===== src/rtl/d_cache_wb_pkg.sv =====
// Shared types and constants for the data-cache write-back buffer.
// ADDR_WIDTH / DATA_WIDTH fall back to 32 bits when the build does not set them.
`ifndef ADDR_WIDTH
`define ADDR_WIDTH 32
`endif
`ifndef DATA_WIDTH
`define DATA_WIDTH 32
`endif

package d_cache_wb_pkg;

  localparam int WB_ADDR_W     = `ADDR_WIDTH;
  localparam int WB_DATA_W     = `DATA_WIDTH;
  localparam int WB_BYTE_OFF_W = 2;

  typedef enum logic [1:0] {F_IDLE, F_DATA, F_RESP} fill_state_t;
  typedef enum logic [1:0] {D_IDLE, D_ADDR, D_DATA, D_RESP} drain_state_t;

  typedef struct packed {
    logic                 valid;
    logic [WB_ADDR_W-1:0] addr;
    logic [3:0]           len;
  } wb_entry_t;

  // Byte-address bits below the line address.
  function automatic int line_off_w(input int line_words);
    return $clog2(line_words) + WB_BYTE_OFF_W;
  endfunction

endpackage


===== src/rtl/d_cache_write_buffer_line_store.sv =====
// Line data storage: one synchronous write port, one asynchronous read port.
module wb_line_store #(
  parameter  int NUM_ENTRIES = 2,
  parameter  int LINE_WORDS  = 4,
  parameter  int DATA_W      = 32,
  localparam int PTR_W       = (NUM_ENTRIES > 1) ? $clog2(NUM_ENTRIES) : 1,
  localparam int WRD_W       = $clog2(LINE_WORDS)
) (
  input  logic              clk,
  input  logic              we_i,
  input  logic [PTR_W-1:0]  wr_entry_i,
  input  logic [WRD_W-1:0]  wr_word_i,
  input  logic [DATA_W-1:0] wr_data_i,
  input  logic [PTR_W-1:0]  rd_entry_i,
  input  logic [WRD_W-1:0]  rd_word_i,
  output logic [DATA_W-1:0] rd_data_o
);

  logic [DATA_W-1:0] mem_q [NUM_ENTRIES][LINE_WORDS];

  always_ff @(posedge clk) begin
    if (we_i) mem_q[wr_entry_i][wr_word_i] <= wr_data_i;
  end

  assign rd_data_o = mem_q[rd_entry_i][rd_word_i];

endmodule


===== src/rtl/d_cache_write_buffer.sv =====
// Write-back buffer between the data cache AXI master and memory: early flush ack, FIFO drain.
// Define D_CACHE_WB_RAW_CHECK_EN to let reads to non-buffered lines bypass pending writes.
module d_cache_write_buffer
  import d_cache_wb_pkg::*;
#(
  parameter int LINE_WORDS  = 4,
  parameter int NUM_ENTRIES = 2,
  parameter int ADDR_W      = WB_ADDR_W,
  parameter int DATA_W      = WB_DATA_W
) (
  input  logic              clk,
  input  logic              rst_n,
  input  logic              s_awvalid,
  output logic              s_awready,
  input  logic [ADDR_W-1:0] s_awaddr,
  input  logic [3:0]        s_awlen,
  input  logic              s_wvalid,
  output logic              s_wready,
  input  logic [DATA_W-1:0] s_wdata,
  input  logic              s_wlast,
  output logic              s_bvalid,
  input  logic              s_bready,
  input  logic              s_arvalid,
  output logic              s_arready,
  input  logic [ADDR_W-1:0] s_araddr,
  output logic              m_awvalid,
  input  logic              m_awready,
  output logic [ADDR_W-1:0] m_awaddr,
  output logic [3:0]        m_awlen,
  output logic              m_wvalid,
  input  logic              m_wready,
  output logic [DATA_W-1:0] m_wdata,
  output logic              m_wlast,
  input  logic              m_bvalid,
  output logic              m_bready,
  output logic              m_arvalid,
  input  logic              m_arready,
  output logic [ADDR_W-1:0] m_araddr,
  output logic              wb_empty
);

  localparam int OFF_W = line_off_w(LINE_WORDS);
  localparam int PTR_W = (NUM_ENTRIES > 1) ? $clog2(NUM_ENTRIES) : 1;
  localparam int WRD_W = $clog2(LINE_WORDS);
  localparam int CNT_W = $clog2(NUM_ENTRIES + 1);
  localparam logic [PTR_W-1:0] LAST_PTR  = PTR_W'(NUM_ENTRIES - 1);
  localparam logic [WRD_W-1:0] LAST_WORD = WRD_W'(LINE_WORDS - 1);
  localparam logic [CNT_W-1:0] FULL_CNT  = CNT_W'(NUM_ENTRIES);

  fill_state_t      fstate_q;
  drain_state_t     dstate_q;
  wb_entry_t        entry_q [NUM_ENTRIES];
  logic [PTR_W-1:0] wr_ptr_q, rd_ptr_q;
  logic [WRD_W-1:0] beat_q, dbeat_q;
  logic [CNT_W-1:0] count_q;
  logic             run_q;
  logic             aw_hs, w_hs, commit, pop, hazard;
  logic             wlast_unused;

  function automatic logic [PTR_W-1:0] ptr_inc(input logic [PTR_W-1:0] p);
    return (p == LAST_PTR) ? '0 : p + 1'b1;
  endfunction

  assign wlast_unused = s_wlast;

  assign aw_hs  = s_awvalid & s_awready;
  assign w_hs   = s_wvalid & s_wready;
  assign commit = w_hs & (beat_q == LAST_WORD);
  assign pop    = (dstate_q == D_RESP) & m_bvalid;

  // run_q keeps every ready low while reset is asserted, including the read bypass.
  always_ff @(posedge clk or negedge rst_n) begin
    if (!rst_n) run_q <= 1'b0;
    else        run_q <= 1'b1;
  end

  always_ff @(posedge clk or negedge rst_n) begin
    if (!rst_n) begin
      fstate_q <= F_IDLE;
      beat_q   <= '0;
      wr_ptr_q <= '0;
    end else begin
      case (fstate_q)
        F_IDLE: if (aw_hs) begin
          fstate_q <= F_DATA;
          beat_q   <= '0;
        end
        F_DATA: if (w_hs) begin
          beat_q <= beat_q + 1'b1;
          if (beat_q == LAST_WORD) begin
            fstate_q <= F_RESP;
            wr_ptr_q <= ptr_inc(wr_ptr_q);
          end
        end
        F_RESP:  if (s_bready) fstate_q <= F_IDLE;
        default: fstate_q <= F_IDLE;
      endcase
    end
  end

  always_ff @(posedge clk or negedge rst_n) begin
    if (!rst_n) begin
      dstate_q <= D_IDLE;
      dbeat_q  <= '0;
      rd_ptr_q <= '0;
    end else begin
      case (dstate_q)
        D_IDLE: if (entry_q[rd_ptr_q].valid) dstate_q <= D_ADDR;
        D_ADDR: if (m_awready) begin
          dstate_q <= D_DATA;
          dbeat_q  <= '0;
        end
        D_DATA: if (m_wready) begin
          dbeat_q <= dbeat_q + 1'b1;
          if (dbeat_q == LAST_WORD) dstate_q <= D_RESP;
        end
        D_RESP: if (m_bvalid) begin
          dstate_q <= D_IDLE;
          rd_ptr_q <= ptr_inc(rd_ptr_q);
        end
        default: dstate_q <= D_IDLE;
      endcase
    end
  end

  // Entry bookkeeping is shared by both machines, so it lives in one process.
  always_ff @(posedge clk or negedge rst_n) begin
    if (!rst_n) begin
      for (int i = 0; i < NUM_ENTRIES; i++) entry_q[i] <= '0;
      count_q <= '0;
    end else begin
      if (aw_hs) begin
        entry_q[wr_ptr_q].addr <= s_awaddr;
        entry_q[wr_ptr_q].len  <= s_awlen;
      end
      if (commit) entry_q[wr_ptr_q].valid <= 1'b1;
      if (pop)    entry_q[rd_ptr_q].valid <= 1'b0;
      case ({commit, pop})
        2'b10:   count_q <= count_q + 1'b1;
        2'b01:   count_q <= count_q - 1'b1;
        default: count_q <= count_q;
      endcase
    end
  end

  wb_line_store #(
    .NUM_ENTRIES(NUM_ENTRIES),
    .LINE_WORDS (LINE_WORDS),
    .DATA_W     (DATA_W)
  ) u_store (
    .clk       (clk),
    .we_i      (w_hs),
    .wr_entry_i(wr_ptr_q),
    .wr_word_i (beat_q),
    .wr_data_i (s_wdata),
    .rd_entry_i(rd_ptr_q),
    .rd_word_i (dbeat_q),
    .rd_data_o (m_wdata)
  );

  assign s_awready = run_q & (fstate_q == F_IDLE) & (count_q < FULL_CNT);
  assign s_wready  = (fstate_q == F_DATA);
  assign s_bvalid  = (fstate_q == F_RESP);
  assign m_awvalid = (dstate_q == D_ADDR);
  assign m_awaddr  = entry_q[rd_ptr_q].addr;
  assign m_awlen   = entry_q[rd_ptr_q].len;
  assign m_wvalid  = (dstate_q == D_DATA);
  assign m_wlast   = (dstate_q == D_DATA) & (dbeat_q == LAST_WORD);
  assign m_bready  = (dstate_q == D_RESP);
  assign wb_empty  = (count_q == '0) & (fstate_q == F_IDLE);

`ifdef D_CACHE_WB_RAW_CHECK_EN
  logic line_hit;
  // Only the filling entry is checked in F_DATA; once committed it is covered by its valid bit.
  always_comb begin
    line_hit = 1'b0;
    for (int i = 0; i < NUM_ENTRIES; i++) begin
      if (entry_q[i].valid && (entry_q[i].addr[ADDR_W-1:OFF_W] == s_araddr[ADDR_W-1:OFF_W]))
        line_hit = 1'b1;
    end
    if ((fstate_q == F_DATA) &&
        (entry_q[wr_ptr_q].addr[ADDR_W-1:OFF_W] == s_araddr[ADDR_W-1:OFF_W]))
      line_hit = 1'b1;
  end
  assign hazard = s_arvalid & line_hit;
`else
  assign hazard = ~wb_empty;
`endif

  assign m_araddr  = s_araddr;
  assign m_arvalid = run_q & s_arvalid & ~hazard;
  assign s_arready = run_q & m_arready & ~hazard;

endmodule


===== config.mk =====
export PLATFORM = sky130hd
export DESIGN_NAME = d_cache_write_buffer
export DESIGN_NICKNAME = d
export VERILOG_FILES = /design/src/rtl/d_cache_wb_pkg.sv /design/src/rtl/d_cache_write_buffer_line_store.sv /design/src/rtl/d_cache_write_buffer.sv
export SDC_FILE = /design/constraint.sdc
export NUM_CORES = 1
export LEC_CHECK = 0
export CAP_MARGIN = 10
export CORE_MARGIN = 5
export CORE_UTILIZATION = 45
export CTS_CLUSTER_DIAMETER = 40
export DETAILED_ROUTE_END_ITERATION = 8
export GPL_ROUTABILITY_DRIVEN = 1
export GPL_TIMING_DRIVEN = 0
export HOLD_SLACK_MARGIN = 0.1
export PLACE_DENSITY_LB_ADDON = 0.12
export SLEW_MARGIN = 30
export SYNTH_ARGS = -nofsm -noshare
export SYNTH_HDL_FRONTEND = slang
export SYNTH_SLANG_ARGS = --single-unit

===== constraint.sdc =====
create_clock -name clk -period 8.3 [get_ports clk]
set_clock_uncertainty 0.2 [all_clocks]
set_input_delay 1.66 -clock clk [delete_from_list [all_inputs] [get_ports clk]]
set_output_delay 1.66 -clock clk [all_outputs]
set_load 0.005 [all_outputs]

==> results of run 1 <==
==> layer usage <==
metal | vias up | global-route usage [%]
met5 | - | 0
met4 | 2 | 5.42
met2 | 243 | 30.4
met3 | 60 | 5.71
li1 | 3190 | -
met1 | 3703 | 23.0
==> final cells by class <==
| type | count | area (µm²) |
|---|---|---|
| fill | 2218 | 12400 |
| sequential | 343 | 9860 |
| multi-input combinational | 268 | 3670 |
| timing repair buffer | 209 | 2110 |
| clock buffer | 56 | 1260 |
| tap | 396 | 495 |
| buffer | 63 | 425 |
| clock inverter | 29 | 285 |
| inverter | 8 | 30.0 |
| antenna | 1 | 2.50 |
==> worst max-delay path: stages (launching register included) <==
cell and delay [ns]:
sky130_fd_sc_hd__dfrtp_1 0.40, sky130_fd_sc_hd__clkbuf_1 0.50, sky130_fd_sc_hd__buf_1 0.68, sky130_fd_sc_hd__mux4_2 0.43, sky130_fd_sc_hd__mux2_2 0.31, sky130_fd_sc_hd__clkdlybuf4s50_1 0.46
==> placed cells by master (no fill, tap or decap), types with 2 or more instances in the layout <==
cell	netlist	final
sky130_fd_sc_hd__a2bb2oi_1	2	2
sky130_fd_sc_hd__and2_1	3	3
sky130_fd_sc_hd__and3_4	0	4
sky130_fd_sc_hd__buf_1	5	5
sky130_fd_sc_hd__buf_12	3	3
sky130_fd_sc_hd__buf_16	0	3
sky130_fd_sc_hd__buf_2	10	10
sky130_fd_sc_hd__buf_4	32	49
sky130_fd_sc_hd__buf_6	1	4
sky130_fd_sc_hd__bufinv_16	0	4
sky130_fd_sc_hd__clkbuf_1	12	18
sky130_fd_sc_hd__clkbuf_16	0	49
sky130_fd_sc_hd__clkdlybuf4s50_1	0	186
sky130_fd_sc_hd__clkinv_1	0	7
sky130_fd_sc_hd__clkinv_2	0	5
sky130_fd_sc_hd__clkinv_4	0	4
sky130_fd_sc_hd__clkinvlp_4	0	4
sky130_fd_sc_hd__dfrtp_1	87	87
sky130_fd_sc_hd__edfxtp_1	256	256
sky130_fd_sc_hd__ha_1	11	11
sky130_fd_sc_hd__inv_1	8	8
sky130_fd_sc_hd__inv_6	0	3
sky130_fd_sc_hd__inv_8	0	2
sky130_fd_sc_hd__mux2_2	111	111
sky130_fd_sc_hd__mux2_4	30	30
sky130_fd_sc_hd__mux2i_1	2	2
sky130_fd_sc_hd__mux4_2	64	64
sky130_fd_sc_hd__nand2_1	9	9
sky130_fd_sc_hd__nand2b_1	2	2
sky130_fd_sc_hd__nand3_1	2	2
sky130_fd_sc_hd__nor2_1	3	2
sky130_fd_sc_hd__nor2b_1	2	2
sky130_fd_sc_hd__nor3b_2	0	3
sky130_fd_sc_hd__o21ai_0	3	3
sky130_fd_sc_hd__xnor2_1	4	4
==> cells by family after synthesis <==
family / after synthesis
flops: 343
mux: 207
buf+inv: 71
simple gates: 35
fa+ha+maj: 11
compound gates: 9
xor+xnor: 5
other cells: 1
==> where the power goes <==
group | internal [mW] | switching, mW | total, mW
Clock | 1.22 | 0.727 | 1.94
Combinational | 1.28 | 0.848 | 2.13
Sequential | 2.17 | 0.138 | 2.31
Total | 4.66 | 1.71 | 6.38
==> worst paths after layout <==
check                                 start                   end  slack, ns  cells past startpoint
worst max-delay path             dbeat_q[0]            m_wdata[4]       3.13                      5
worst min-delay path               register              register       0.30                      1
worst max register to register  fstate_q[0]  u_store.mem_q[0][65]       5.64                      7
worst min register to register     register              register       0.30                      1
max in group asynchronous             rst_n           fstate_q[1]       6.55                      2
min in group asynchronous             rst_n             async pin       0.75                      1
==> stage by stage <==
step / util (%) / total power, mW / hold WS [ns] / worst slack, ns
after CTS: 59.3 / 6.47 / 0.292 / 3.05
after global placement: 53.3 / 4.40 / 0.273 / 0.206
after floorplan: - / 3.50 / 0.259 / 3.43
final: 59.3 / 6.38 / 0.298 / 3.13
after detailed placement: 54.2 / 4.50 / 0.281 / 3.66
after global routing: 59.3 / 6.71 / 0.309 / 2.94
==> run summary, run 1 <==
### Clock tree
* insertion delay to the later sink of the worst-skew pair: 0.52 ns
* Resized Gates After CTS: 0
* TritonCTS clock tree: done
* CTS Root Cell: sky130_fd_sc_hd__clkbuf_16
* clock sinks: 343
* total CTS buffers: 46
* Clk pin slew, worst setup/hold paths: 0.06 ns
* post-CTS setup repair buffer count: 0
* H-tree depth reported by CTS: 2
* Max clock buf depth: 3
* Post-CTS Hold Buffers: 0

### Synthesis
* count of different cell masters after synthesis: 37
* mean instance size in the synthesized netlist: 20.5 µm²
* compound-gate portion of the synthesized area: 0.484%
* top cells by count, synth: sky130_fd_sc_hd__edfxtp_1 (256), sky130_fd_sc_hd__mux2_2 (111), sky130_fd_sc_hd__dfrtp_1 (87), sky130_fd_sc_hd__mux4_2 (64), sky130_fd_sc_hd__buf_4 (32)
* primary flip-flop cell chosen by synthesis mapping: sky130_fd_sc_hd__edfxtp_1
* portion of the post-synthesis area used by sequential elements: 70.7%
* top-count cell post-synth: sky130_fd_sc_hd__edfxtp_1
* Post-synth EDFFs: 256
* count of mapped cells out of synthesis: 682
* largest area contributor in the netlist: sky130_fd_sc_hd__edfxtp_1
* number of nets in the synthesized netlist: 804
* leading post-synthesis cells by cell area: sky130_fd_sc_hd__edfxtp_1 (55%), sky130_fd_sc_hd__dfrtp_1 (16%), sky130_fd_sc_hd__mux4_2 (10%)
* largest family of logic cells by synthesized area: multiplexers
* proportion of register bits with asynchronous set or reset after synthesis: 25.4%
* Post-Synth Simple-Gate Area: 1.54%
* register bit count reported by yosys: 343
* area of the mapped netlist: 0.0139 mm²
* multiplexer area fraction after synthesis: 22.7%
* XOR/XNOR Fraction of Synth Area: 0.314%
* Yosys warning total: 0
* Yosys top cell area share: 55.1%
* adder-cell share of the synthesized area: 0.987%

### STA
* clock period minus final worst setup slack: 5.17 ns
* RSZ-0062 raised after global routing: no
* count of pins over their slew limit: 0
* final clock period utilization by the worst path: 62.2%
* Finish-stage setup viols: 0
* total negative slack for setup checks: 0 ns
* timing-limited maximum frequency: 0.194 GHz
* worst relative slew slack: 42.9%
* worst-margin pin slew: 0.856 ns
* final number of hold-violating endpoints: 0

### Routing
* Routed met2 length: 15,300 µm
* met1 wire length: 12,500 µm
* routed via count: 7,198
* number of DRC markers after the initial detailed-route iteration: 353
* average routed wire per standard cell: 22.6 µm
* routed vias/inst: 5.24
* drc violations: 0
* Antenna Violating Nets Remaining: 0
* total iterations of the first detailed-routing run: 5
* drt total wl: 31,000 µm
* detailed-routed wire length on met3: 2310 µm
* Max Used Layer: met5

### Critical path
* Worst Path Class, Setup: reg -> out
* crit end category: output port
* worst path required time: 6.44 ns
* crit path DAT: 3.31 ns
* CP max FO: 10
* startpoint type of the worst setup path: register

### Placed design
* Detailed Place HPWL: 20,600 µm
* count of input and output buffers: 187
* global placement routability congestion: 0.746
* total instance count after detailed placement: 1,287
* instance area after placement: 0.0166 mm²

### GRT
* All-Layer GR Usage: 18.2%
* overall overflow remaining after global route: 0
* antenna violations before repair: 2
* maximum number of pins on one net before global-route repair: 74
* global-route wire length before repair: 47,600 µm
* via count of the first global-routing pass: 8,227

### Layout
* Finished Cell Area: 0.0181 mm²
* final net count: 1,061
* final std cells w/o fill: 1,373
* growth of design area from synthesis to finish: 30.1%
* layout cells sized above 1: 36.6%

### Pwr
* power density over the cells: 351 mW/mm²
* P_leak: 6.70 nW
* Worst VDD drop: 0.224 mV

### Floorplan
* area of the core: 0.0306 mm²
* Initial Util: 45.6%
* Die Area: 0.0346 mm²
* Die Height: 186 µm
* standard-cell rows: 64
* total I/O pin count: 221
* die extent in x: 186 µm

### Run status
* outcome: finished, final reports clean

### Worst hold path
* worst min-delay path class: reg -> reg

### Flow run
* max-cap violation count: 0

(Power assumes the default switching activity.)
==> run 2, diff against run 1 <==
clock period = 4.3 ns   (was 8.3 ns; I/O delays follow)
==> run 2 against run 1 <==
Effect of this change:
- non-clock buffer count rose by 1
- via count increased by 0.31%
- combinational power rose by 93%
- highest routed layer unchanged
- power increased by 93%
- routed wire length is essentially flat
- critical endpoint is now m_wdata[22]
==> run summary, run 2 (synthesis results as in run 1) <==
### Routing
* average routed wire per standard cell: 22.6 µm
* routed via count: 7,220
* number of DRC markers after the initial detailed-route iteration: 369
* drc violations: 0
* routed vias/inst: 5.25
* Antenna Violating Nets Remaining: 0
* drt total wl: 31,000 µm
* total iterations of the first detailed-routing run: 4

### Critical path
* capture point of the worst path: m_wdata[22]
* CP max FO: 10
* Worst setup startpoint: rd_ptr_q
* R2R Path End: u_store.mem_q[0][65]
* R2R setup slack: 1.63 ns
* worst path required time: 3.24 ns
* Reg2Reg Launch Point: fstate_q[0]
* startpoint type of the worst setup path: register
* CP cell instances: buf_2, buf_2, clkbuf_4, mux4_2, mux2_2, clkdlybuf4s50_1
* crit path DAT: 3.05 ns
* crit end category: output port
* delay of the slowest cell on the worst path: 0.54 ns
* Worst Path Class, Setup: reg -> out
* most numerous cell on the critical path: sky130_fd_sc_hd__buf_2
* standard cell with the maximum stage delay on the critical path: sky130_fd_sc_hd__mux4_2
* r2r worst-path depth: 7

### STA
* worst-margin pin slew: 0.878 ns
* final number of hold-violating endpoints: 0
* clock period minus final worst setup slack: 4.11 ns
* count of pins over their slew limit: 0
* final clock period utilization by the worst path: 95.6%
* worst relative slew slack: 41.5%
* timing-limited maximum frequency: 0.243 GHz
* RSZ-0062 raised after global routing: no
* Finish-stage setup viols: 0
* total negative slack for setup checks: 0 ns
* Worst Setup Slack, final: 0.190 ns

### Layout
* growth of design area from synthesis to finish: 30.2%
* final net count: 1,062
* highest-count cells in the layout ignoring fill and taps: sky130_fd_sc_hd__edfxtp_1 (256), sky130_fd_sc_hd__clkdlybuf4s50_1 (186), sky130_fd_sc_hd__mux2_2 (111)
* fillers: 2,215
* commonest non-fill, non-tap cell in the layout: sky130_fd_sc_hd__edfxtp_1
* Finished Cell Area: 0.0182 mm²
* share of the core filled with cells in the final layout: 59.4%
* layout cells sized above 1: 36.9%

### Clock tree
* CTS Root Cell: sky130_fd_sc_hd__clkbuf_16
* H-tree depth reported by CTS: 2
* Max clock buf depth: 3
* TritonCTS clock tree: done
* Clk pin slew, worst setup/hold paths: 0.05 ns
* insertion delay to the later sink of the worst-skew pair: 0.53 ns
* post-CTS setup repair buffer count: 0
* total CTS buffers: 46
* clock sinks: 343

### Run status
* outcome: finished, final reports clean

### Pwr
* power density over the cells: 678 mW/mm²
* Final Total Pwr: 12.3 mW
* switching share of total power: 26.8%
* power spent charging and discharging nets: 3.31 mW
* portion of total power attributed to the clock network: 30.5%
* sequential cell fraction of total power: 36.2%
* Worst VDD drop: 0.432 mV
* share of power burned in combinational logic: 33.3%
* P_leak: 6.71 nW
* internal power of the cells: 9.01 mW

### Placed design
* global placement routability congestion: 0.746
* worst slack at placement: 0.457 ns
* count of input and output buffers: 187
* Detailed Place HPWL: 20,600 µm
* instance area after placement: 0.0166 mm²

### Floorplan
* die extent in x: 186 µm
* Initial Util: 45.6%
* total I/O pin count: 221
* area of the core: 0.0306 mm²
* Die Height: 186 µm
* standard-cell rows: 64
* Die Area: 0.0346 mm²

### GRT
* maximum number of pins on one net before global-route repair: 74
* global-route wire length before repair: 47,600 µm
* via count of the first global-routing pass: 8,231
* All-Layer GR Usage: 18.2%
* overall overflow remaining after global route: 0
* antenna violations before repair: 2

### Flow run
* max-cap violation count: 0

### Worst hold path
* worst min-delay path class: reg -> reg

## run 2: worst min path at each step
| stage | from | to | slack [ns] | cells past startpoint |
|---|---|---|---|---|
| 6_report | register | register | 0.30 | 1 |
| 3_5_place_dp | entry_q[73] | entry_q[73] | 0.28 | 1 |
| 4_1_cts | entry_q[73] | entry_q[73] | 0.29 | 1 |
| 3_3_place_gp | entry_q[73] | entry_q[73] | 0.27 | 1 |
| 2_1_floorplan | entry_q[73] | entry_q[73] | 0.26 | 1 |
| 5_1_grt | register | register | 0.31 | 1 |
## run 2: per-layer routing
layer | track usage, % | vias to the layer above | wire [µm]
li1 | - | 3192 | -
met1 | 23.0 | 3711 | 12500
met5 | 0 | - | 7
met2 | 30.5 | 252 | 15400
met4 | 5.42 | 2 | 927
met3 | 5.55 | 63 | 2280
## run 2: through the flow
stage / hold slack (ns) / std cells
3_3_place_gp: 0.273 / 1265
6_report: 0.298 / 1374
4_1_cts: 0.292 / 1373
5_1_grt: 0.309 / 1374
2_1_floorplan: 0.259 / 682
3_5_place_dp: 0.281 / 1287
## run 2: worst max-delay path, delay by kind of cell (launching register included)
kind | cells | cell delay [ns]
buffers and inverters | 4 | 1.36
muxes | 2 | 0.83
DFF | 1 | 0.32
## run 2: layout make-up
class	instances	area, µm²	area share, %
flip-flops and latches	343	9860	54.3
multi-input cells	268	3670	20.2
repair buffers	210	2120	11.6
clock buffers	56	1260	6.95
well taps	396	495	2.73
plain buffers	63	435	2.40
clock inverters	29	285	1.57
inverters	8	30.0	0.165
diodes	1	2.50	0.0138
## run 2: what timing repair did
item / CTS / global route
setup endpoints to repair: 31 / 20
endpoints found under the hold margin: 14 / 0
hold buffers: 1 / 0
gates resized for setup: 4 / 2
cloned: 0 / 0
## run 2: power by group through the flow
stage	sequential, mW	combinational (mW)	clock (mW)
2_1_floorplan	4.43	2.32	0
3_3_place_gp	4.49	4.00	0
3_5_place_dp	4.51	4.17	0
4_1_cts	4.46	4.20	3.82
5_1_grt	4.52	4.44	4.00
6_report	4.46	4.11	3.76
==> run 3, diff against run 2 <==
SYNTH_HIERARCHICAL = 1   (was default)
==> run 3 against run 2 <==
Effect of this change:
- sequential share of layout area shrank 0.98 points
- critical path depth shrank 1
- die area grew 1.5%
- power shrank 1.1%
- fmax grew 2.5%
- critical endpoint is now m_wdata[9]
- first-iteration DRC count grew 0.81%
- non-clock buffer count is the same
==> run summary, run 3 <==
### Critical path
* delay of the slowest cell on the worst path: 0.52 ns
* R2R setup slack: 1.45 ns
* capture point of the worst path: m_wdata[9]
* Worst Path Class, Setup: reg -> out
* worst path required time: 3.24 ns
* Top delay family on crit path: buffers and inverters
* standard cell with the maximum stage delay on the critical path: sky130_fd_sc_hd__clkdlybuf4s50_1
* CP max FO: 10
* Reg2Reg Launch Point: fstate_q[0]
* crit path DAT: 2.95 ns
* startpoint type of the worst setup path: register
* logic depth of the worst setup path including buffers: 5
* R2R Path End: u_store/mem_q[1][115]
* number of buffer and inverter stages on the critical path: 3
* r2r worst-path depth: 8
* Worst setup startpoint: dbeat_q[1]
* CP cell instances: clkbuf_1, buf_2, mux4_2, mux2_2, clkdlybuf4s50_1
* crit end category: output port

### Clock tree
* Clk pin slew, worst setup/hold paths: 0.05 ns
* post-CTS setup repair buffer count: 0
* H-tree depth reported by CTS: 2
* clock sinks: 343
* Max clock buf depth: 3
* CTS Root Cell: sky130_fd_sc_hd__clkbuf_16
* TritonCTS clock tree: done
* total CTS buffers: 45
* insertion delay to the later sink of the worst-skew pair: 0.53 ns

### Worst hold path
* worst min-delay path class: reg -> reg

### STA
* total negative slack for setup checks: 0 ns
* worst-margin pin slew: 0.749 ns
* Finish-stage setup viols: 0
* final clock period utilization by the worst path: 93.2%
* Worst Setup Slack, final: 0.292 ns
* RSZ-0062 raised after global routing: no
* clock period minus final worst setup slack: 4.01 ns
* count of pins over their slew limit: 0
* final number of hold-violating endpoints: 0
* timing-limited maximum frequency: 0.249 GHz
* worst relative slew slack: 50.1%
* worst slack on hold paths: 0.299 ns

### Routing
* total iterations of the first detailed-routing run: 4
* drt total wl: 30,600 µm
* drc violations: 0
* routed via count: 7,173
* number of DRC markers after the initial detailed-route iteration: 372
* average routed wire per standard cell: 22.2 µm
* routed vias/inst: 5.21
* Antenna Violating Nets Remaining: 0

### Synthesis
* mean instance size in the synthesized netlist: 20.7 µm²
* primary flip-flop cell chosen by synthesis mapping: sky130_fd_sc_hd__edfxtp_1
* Yosys warning total: 6
* count of mapped cells out of synthesis: 684
* area of the mapped netlist: 0.0142 mm²
* top cells by count, synth: sky130_fd_sc_hd__edfxtp_1 (256), sky130_fd_sc_hd__mux2_2 (109), sky130_fd_sc_hd__dfrtp_1 (87), sky130_fd_sc_hd__mux4_1 (40)
* top-count cell post-synth: sky130_fd_sc_hd__edfxtp_1
* count of different cell masters after synthesis: 42
* leading post-synthesis cells by cell area: sky130_fd_sc_hd__edfxtp_1 (54%), sky130_fd_sc_hd__dfrtp_1 (15%), sky130_fd_sc_hd__mux2_2 (8.7%)
* portion of the post-synthesis area used by sequential elements: 69.6%
* number of nets in the synthesized netlist: 803
* Post-synth EDFFs: 256
* Yosys top cell area share: 54.2%
* proportion of register bits with asynchronous set or reset after synthesis: 25.4%
* register bit count reported by yosys: 343
* largest area contributor in the netlist: sky130_fd_sc_hd__edfxtp_1

### Floorplan
* total I/O pin count: 221
* die extent in x: 187 µm
* area of the core: 0.0313 mm²
* Die Height: 187 µm
* standard-cell rows: 65
* Die Area: 0.0351 mm²
* Initial Util: 45.3%

### Layout
* commonest non-fill, non-tap cell in the layout: sky130_fd_sc_hd__edfxtp_1
* highest-count cells in the layout ignoring fill and taps: sky130_fd_sc_hd__edfxtp_1 (256), sky130_fd_sc_hd__clkdlybuf4s50_1 (186), sky130_fd_sc_hd__mux2_2 (109)
* layout cells sized above 1: 33.5%
* final std cells w/o fill: 1,378
* Antenna diodes: 0
* growth of design area from synthesis to finish: 30.5%
* area of the multi-input gates: 0.00384 mm²
* final net count: 1,061
* sequential standard cell area: 0.00986 mm²
* fillers: 2,255

### GRT
* All-Layer GR Usage: 17.4%
* overall overflow remaining after global route: 0
* via count of the first global-routing pass: 8,109
* antenna violations before repair: 2
* maximum number of pins on one net before global-route repair: 56
* global-route wire length before repair: 47,500 µm

### Pwr
* Worst VDD drop: 0.470 mV
* P_leak: 6.82 nW
* power density over the cells: 658 mW/mm²

### Placed design
* total instance count after detailed placement: 1,296
* global placement routability congestion: 0.771
* worst slack at placement: 0.785 ns
* count of input and output buffers: 187
* Detailed Place HPWL: 20,700 µm

### Flow run
* max-cap violation count: 0

### Run status
* outcome: finished, final reports clean

-- run 3: cell count changes after synthesis, sizes merged, moves of 4 or more --
cell / previous run / this run
buf: 51 / 58
clkbuf: 12 / 4
nor2: 3 / 10
nor3b: 4 / 0
-- run 3: what timing repair did --
item | CTS | global route
endpoints found under the setup margin | 0 | 0
hold buffers | 1 | 0
endpoints found under the hold margin | 32 | 0
resized for setup | 0 | 0
-- run 3: layout make-up --
cell class                 count  share of cell area [%]
sequential                   343                    53.3
multi-input combinational    271                    20.8
timing repair buffer         211                    12.4
clock buffer                  53                    6.36
tap                          402                    2.72
buffer                        62                    2.64
clock inverter                28                    1.62
inverter                       8                   0.162
-- run 3: per-stage QoR --
step / utilization (%) / cell area (µm²) / power, mW
after floorplan: - / 14200 / 6.76
after global routing: 59.1 / 18500 / 12.8
after detailed placement: 54.3 / 17000 / 8.70
after CTS: 59.1 / 18500 / 12.4
final: 59.1 / 18500 / 12.2
after global placement: 52.8 / 16500 / 8.48
-- run 3: routing by layer --
layer / track usage [%] / vias up / share of wire [%]
li1: - / 3251 / -
met1: 21.5 / 3670 / 40
met2: 30.3 / 207 / 51
met3: 5.69 / 41 / 7.1
met4: 3.67 / 4 / 1.4
met5: 0 / - / 0.088
-- run 3: kinds of logic (layout without fill, tap and decap cells) --
kind of cell               count (synthesis)  after routing  share of synthesized area (%)
DFF                                      343            343                           69.6
muxes                                    207            207                           23.4
buffers and inverters                     70            362                           3.66
and+or+nand+nor                           40             40                           1.77
AOI/OAI and AO/OA                         10             10                          0.503
adders and majority gates                  8              8                          0.706
xor gates and xnor gates                   5              5                          0.309
other                                      1              1                         0.0265
-- run 3: worst reg2reg max path, stage by stage (launching register included) --
cell and delay [ns]:
sky130_fd_sc_hd__dfrtp_1 0.42, sky130_fd_sc_hd__nor2b_1 0.15, sky130_fd_sc_hd__clkbuf_1 0.25, sky130_fd_sc_hd__nand2_1 0.15, sky130_fd_sc_hd__inv_1 0.10, sky130_fd_sc_hd__nand2_1 0.21, sky130_fd_sc_hd__nor3_2 0.61, sky130_fd_sc_hd__buf_4 0.31
sky130_fd_sc_hd__buf_4 0.17
-- run 3: worst min-delay path by stage --
| stage | from | end | slack, ns | depth (start not counted) |
|---|---|---|---|---|
| global placement | entry_q[73] | entry_q[73] | 0.27 | 1 |
| floorplan | entry_q[73] | entry_q[73] | 0.26 | 1 |
| finish | register | register | 0.30 | 1 |
| detailed placement | register | register | 0.29 | 1 |
| CTS | register | register | 0.30 | 1 |
| global route | register | register | 0.32 | 1 |
-- run 3: power breakdown --
part	internal [mW]	total, mW	leakage, nW	switching, mW
combinational	2.49	4.08	2.72	1.59
sequential	4.21	4.49	3.39	0.285
clock	2.22	3.60	0.699	1.38
